### config.mk
export PLATFORM = sky130hd
export DESIGN_NAME = hazard_ctrl
export DESIGN_NICKNAME = d
export VERILOG_FILES = /design/src/rtl/core_pkg.sv /design/src/rtl/hazard_scoreboard.sv /design/src/rtl/hazard_ctrl.sv
export SDC_FILE = /design/constraint.sdc
export NUM_CORES = 1
export LEC_CHECK = 0
export BUFFER_PORTS_ARGS = -buffer_cell sky130_fd_sc_hd__buf_2
export CAP_MARGIN = 15
export CORE_ASPECT_RATIO = 0.9
export CORE_MARGIN = 3
export CORE_UTILIZATION = 40
export CTS_CLUSTER_SIZE = 30
export DETAILED_ROUTE_END_ITERATION = 16
export PLACE_DENSITY = 0.68
export SETUP_SLACK_MARGIN = 0.2
export SLEW_MARGIN = 25
export SYNTH_ARGS = -nofsm -noshare
export SYNTH_HDL_FRONTEND = slang
export SYNTH_SLANG_ARGS = --single-unit
### constraint.sdc
create_clock -name clk -period 3.37 [get_ports clk]
set_input_delay 0.5055 -clock clk [delete_from_list [all_inputs] [get_ports clk]]
set_output_delay 0.5055 -clock clk [all_outputs]
set_load 0.02 [all_outputs]
### src/rtl/core_pkg.sv
// Shared core types and constants.
// Hazard FSM states and scoreboard default depth.
package core_pkg;

  localparam int SB_DEPTH = 4;

  typedef enum logic {
    ST_RUN   = 1'b0,
    ST_FENCE = 1'b1
  } hz_state_e;

endpackage

### src/rtl/hazard_scoreboard.sv
// In-flight destination scoreboard.
// FIFO of {rd, we} with oldest/EX/free pointers and RAW compare.
module hazard_scoreboard
  import core_pkg::*;
#(
  parameter int DEPTH = SB_DEPTH,
  localparam int AW = $clog2(DEPTH),
  localparam int PW = AW + 1
) (
  input  logic          clk,
  input  logic          rst_i,
  input  logic          push_i,
  input  logic [4:0]    rd_i,
  input  logic          we_i,
  input  logic          ex_adv_i,
  input  logic          pop_i,
  input  logic          flush_i,
  input  logic [4:0]    rs1_i,
  input  logic [4:0]    rs2_i,
  input  logic          use_rs1_i,
  input  logic          use_rs2_i,
  output logic          hazard_o,
  output logic [PW-1:0] count_o,
  output logic [PW-1:0] count_nxt_o
);

  logic [PW-1:0]    rd_ptr_q, rd_ptr_d;
  logic [PW-1:0]    ex_ptr_q, ex_ptr_d;
  logic [PW-1:0]    wr_ptr_q, wr_ptr_d;
  logic [4:0]       rd_q [DEPTH];
  logic [4:0]       rd_d [DEPTH];
  logic [DEPTH-1:0] we_q, we_d;
  logic             pop_ok;

  assign count_o = wr_ptr_q - rd_ptr_q;
  assign pop_ok  = pop_i & (count_o != '0);

  // Pointer and entry next-state; flush keeps the branch and older.
  always_comb begin
    rd_ptr_d = rd_ptr_q + PW'(pop_ok);
    ex_ptr_d = ex_ptr_q + PW'(ex_adv_i);
    rd_d     = rd_q;
    we_d     = we_q;
    if (flush_i) begin
      wr_ptr_d = ex_ptr_q + PW'(1);
    end else begin
      wr_ptr_d = wr_ptr_q + PW'(push_i);
    end
    if (push_i && !flush_i) begin
      rd_d[wr_ptr_q[AW-1:0]] = rd_i;
      we_d[wr_ptr_q[AW-1:0]] = we_i & (rd_i != 5'd0);
    end
  end

  assign count_nxt_o = wr_ptr_d - rd_ptr_d;

  // RAW compare against registered entries only.
  always_comb begin
    logic [AW-1:0] off;
    logic          vld;
    hazard_o = 1'b0;
    for (int i = 0; i < DEPTH; i++) begin
      off = AW'(i) - rd_ptr_q[AW-1:0];
      vld = {1'b0, off} < count_o;
      if (vld && we_q[i] && (rd_q[i] != 5'd0) &&
          ((use_rs1_i && (rd_q[i] == rs1_i)) ||
           (use_rs2_i && (rd_q[i] == rs2_i)))) begin
        hazard_o = 1'b1;
      end
    end
  end

  // State update; reset drops every in-flight entry.
  always_ff @(posedge clk) begin
    if (rst_i) begin
      rd_ptr_q <= '0;
      ex_ptr_q <= '0;
      wr_ptr_q <= '0;
      we_q     <= '0;
      for (int i = 0; i < DEPTH; i++) rd_q[i] <= 5'd0;
    end else begin
      rd_ptr_q <= rd_ptr_d;
      ex_ptr_q <= ex_ptr_d;
      wr_ptr_q <= wr_ptr_d;
      we_q     <= we_d;
      for (int i = 0; i < DEPTH; i++) rd_q[i] <= rd_d[i];
    end
  end

endmodule

### src/rtl/hazard_ctrl.sv
// Pipeline hazard controller.
// Stall on RAW/full/fence, flush and redirect on taken branch.
module hazard_ctrl
  import core_pkg::*;
#(
  parameter int DEPTH = SB_DEPTH,
  localparam int PW = $clog2(DEPTH) + 1
) (
  input  logic          clk,
  input  logic          rst_i,
  input  logic          id_valid_i,
  input  logic          id_ack_i,
  input  logic [4:0]    id_rd_i,
  input  logic [4:0]    id_rs1_i,
  input  logic [4:0]    id_rs2_i,
  input  logic          id_we_i,
  input  logic          id_use_rs1_i,
  input  logic          id_use_rs2_i,
  input  logic          id_fence_i,
  input  logic          ex_valid_i,
  input  logic          ex_branch_i,
  input  logic [31:0]   ex_result_i,
  input  logic          mem_ack_i,
  input  logic          wb_retire_i,
  output logic          stall_o,
  output logic          flush_o,
  output logic          pc_redirect_o,
  output logic [31:0]   pc_target_o,
  output logic [PW-1:0] inflight_o
);

  hz_state_e     state_q;
  logic          hazard;
  logic          full;
  logic          push;
  logic          ex_adv;
  logic [PW-1:0] count_nxt;

  assign ex_adv        = ex_valid_i & mem_ack_i;
  assign flush_o       = ex_adv & ex_branch_i;
  assign pc_redirect_o = flush_o;
  assign pc_target_o   = flush_o ? ex_result_i : 32'd0;
  assign push          = id_valid_i & id_ack_i & ~flush_o;

  hazard_scoreboard #(.DEPTH(DEPTH)) u_sb (
    .clk         (clk),
    .rst_i       (rst_i),
    .push_i      (push),
    .rd_i        (id_rd_i),
    .we_i        (id_we_i),
    .ex_adv_i    (ex_adv),
    .pop_i       (wb_retire_i),
    .flush_i     (flush_o),
    .rs1_i       (id_rs1_i),
    .rs2_i       (id_rs2_i),
    .use_rs1_i   (id_use_rs1_i),
    .use_rs2_i   (id_use_rs2_i),
    .hazard_o    (hazard),
    .count_o     (inflight_o),
    .count_nxt_o (count_nxt)
  );

  assign full = inflight_o == PW'(DEPTH);

  // Hold ID on RAW, full, draining fence, or fence with work in flight.
  always_comb begin
    stall_o = id_valid_i &
              (hazard | full | (state_q == ST_FENCE) |
               (id_fence_i & (inflight_o != '0)));
  end

  // Fence FSM; a flush kills the fence and returns to RUN.
  always_ff @(posedge clk) begin
    if (rst_i) begin
      state_q <= ST_RUN;
    end else if (flush_o) begin
      state_q <= ST_RUN;
    end else begin
      unique case (state_q)
        ST_RUN: begin
          if (id_valid_i && id_fence_i && (inflight_o != '0)) begin
            state_q <= ST_FENCE;
          end
        end
        ST_FENCE: begin
          if (count_nxt == '0) state_q <= ST_RUN;
        end
        default: state_q <= ST_RUN;
      endcase
    end
  end

endmodule

==> results.toml <==
[floorplanning]
die-area_mm2 = 0.00688
initial_core_util_pct = 43.2
die_y_um = 79.0
core_mm2 = 0.00547
row_count = 25
dieWidth_um = 87.1
ioPinCount = 97

[sta]
fin_worst_skew_ns = 0.00756
hold_violations = 0
slew_headroom_pct = 52.4
fin_tns_setup_ns = 0
min_period_over_period_pct = 95.6
setup_violations = 0
tightest_slew_ns = 0.710
fmax_mhz = 310
slew_viol_final = 0
rsz0062_at_grt = "true"
fin_crit_ns = 3.22

[yosys]
synthAdderAreaFrac_pct = 9.30
synth_edf_count = 0
syn_inst = 268
syn_area_per_cell_um2 = 8.83
yosys_warnings = 0
ys_seq_elements = 34
yosys.area_share.xor_xnor_pct = 18.6
synth_seq_area_share_pct = 28.8
synth_compound_area_share_pct = 5.50
synthArstFlopShare_pct = 0
netlist_area_mm2 = 0.00237
synthDistinctLibCells = 29
syn-num-nets = 344
synth_ff_type = "dfxtp_1"
synth_top_family_by_area = "simple AND/OR/NAND/NOR gates"
synth_simple_gate_area_share_pct = 23.6
synth_mux_area_share_pct = 10.1

[worst_setup_path]
path_class = "flop to output pin"
slowest_stage = "fa_2"
crit_path_start_kind = "flop"
critical_path_buf_inv_count = 4
max_stage_delay_ns = 0.57
crit_family = "adder cells"
path_cells = "inv_4 > ha_4 > inv_4 > fa_2 > inv_4 > ha_1 > a21oi_1 > o221ai_1 > o221ai_1 > o41a_1 > buf_6"
crit_top_cell = "inv_4"
worstSetupEndpointType = "output pin"
cp.arrival_ns = 2.72
cp_max_fo = 6
required_ns = 2.86

[placed_design]
dp_hpwl_um = 5210
port_buffers = 96
gp_congestion = 0.934

[detailed_routing]
drt_iter0_drc = 121
wl_per_cell_um = 15.4
vias_per_cell = 5.01
finalWirelength_um = 6690
vias = 2185
drt-pass1-iter-count = 4
drc = 0
drtAntennaViolNets = 0

[layout]
antenna_cells = 0
final_common_cell = "buf_2"
nNetsFinal = 444
final_cell_mix = "95 x buf_2, 34 x and2_1, 33 x nor2_1, 33 x xor2_1, 32 x dfxtp_1"
areaGrowthSynthToFinish_pct = 30.9
drive_gt1_share_pct = 33.6

[clock_network]
tritoncts = "done"
cts.sinks = 34
cts.clk_slew.worst_paths_ns = 0.07
clockBufferDepth = 2
clockRootBuffer = "clkbuf_8"
cts_made_buffers = 5
cts_max_level = 2
clk_latency_ns = 0.29
hold_buffers = 0

[power_and_ir_drop]
leakage_nw = 1.60
ir_worst_vdd_v = 0.000275
power.density_mw_per_mm2 = 460
power.total_mw = 1.42

[grt]
antenna_found_initial = 0
grt_pass1_vias = 2096
grt_max_degree = 35
grt_pass1_wl_um = 10400
grt-ovfl-total = 0
grt_use_total_pct = 19.5

[hold_path]
min_path_type = "input port to flop"

[run_status]
status = "complete, no violations"

[run]
drv_cap = 0
-- per-stage QoR --
step                std cells  setup WS, ns  area (um^2)  utilization (%)  hold WS (ns)
finish                    436         0.149         3100             56.6         0.525
CTS                       435         0.187         3090             56.5         0.523
global route              436        0.0689         3100             56.6         0.550
detailed placement        422         0.202         2900             52.9         0.505
global placement          422         0.302         2900             52.9         0.494
floorplan                 268         0.291         2370                -         0.459
-- synthesized netlist by cell type (2+ instances only) --
library cell | instances | area share, %
clkbuf_1 | 7 | 1.1
or4_1 | 5 | 1.6
inv_1 | 13 | 2.1
buf_2 | 2 | 0.42
nand3_1 | 10 | 2.1
nor2_1 | 33 | 5.2
nand2_1 | 3 | 0.48
nor3_2 | 3 | 1.3
nor4_1 | 9 | 2.4
xor2_1 | 33 | 12
dfxtp_1 | 34 | 29
ha_1 | 16 | 8.5
nor2b_1 | 5 | 1.3
a21oi_1 | 9 | 1.9
mux2i_1 | 24 | 10
o221ai_1 | 5 | 1.8
and2_1 | 34 | 9.0
xnor2_1 | 12 | 4.4
-- per-layer routing --
layer | routed length [um] | track usage [%]
met5 | 0 | 0
met4 | 142 | 6.29
met3 | 435 | 3.22
met2 | 3020 | 29.8
met1 | 3090 | 27.8
-- power by group --
part	leakage (nW)	internal (mW)	total, mW	switching [mW]
combinational	1.26	0.277	0.610	0.333
clock	0.0579	0.217	0.364	0.146
sequential	0.277	0.425	0.451	0.0254
total	1.60	0.920	1.42	0.504
-- worst reg2reg max path, stage by stage, from the launching register on --
cell	delay, ns
dfxtp_4	0.36
inv_4	0.04
ha_4	0.16
inv_4	0.05
fa_2	0.47
buf_4	0.16
nor3_2	0.27
nor2b_1	0.11
ha_1	0.19
ha_1	0.26
inv_1	0.05
ha_1	0.28
a21oi_1	0.14
xnor3_1	0.23
nor2_1	0.09
nor4_1	0.05
-- kinds of logic after synthesis --
kind of cell	Yosys count
multiplexers	24
buffers and inverters	24
AO/OA/AOI/OAI	19
flip-flops	34
adder cells (fa/ha/maj)	17
AND/OR/NAND/NOR	103
XOR/XNOR	47
-- worst paths after layout --
kind / from / end / slack, ns / cells after the start
worst max-delay path: u_sb.wr_ptr_q[0] / stall_o / 0.15 / 11
worst min-delay path: id_rd_i[1] / u_sb.rd_q[6] / 0.53 / 3
worst max register to register: u_sb.wr_ptr_q[0] / state_q / 0.32 / 15
worst min register to register: u_sb.we_q[1] / u_sb.we_q[1] / 0.53 / 2
-- layout make-up --
cell class              instances  area, um^2
flip-flops and latches         34         688
multi-input cells             210        1620
well taps                      67        83.8
fillers                       491        2380
clock inverters                 3        40.0
inverters                      14        60.1
repair buffers                103         539
clock buffers                   5        68.8
-- state kept, by name, indices dropped and copies added (netlist names) --
register,flops
u_sb.we_q,4
u_sb.wr_ptr_q,3
state_q,1
u_sb.rd_ptr_q,3
u_sb.rd_q,20
u_sb.ex_ptr_q,3
-- timing repair --
item / 4_1_cts / 5_1_grt
pin swaps: 9 / 1
setup buffers: 5 / 1
endpoints found under the setup margin: 2 / 2
gates resized for setup: 16 / 1
Note: power is estimated with default switching activity, not from simulation.
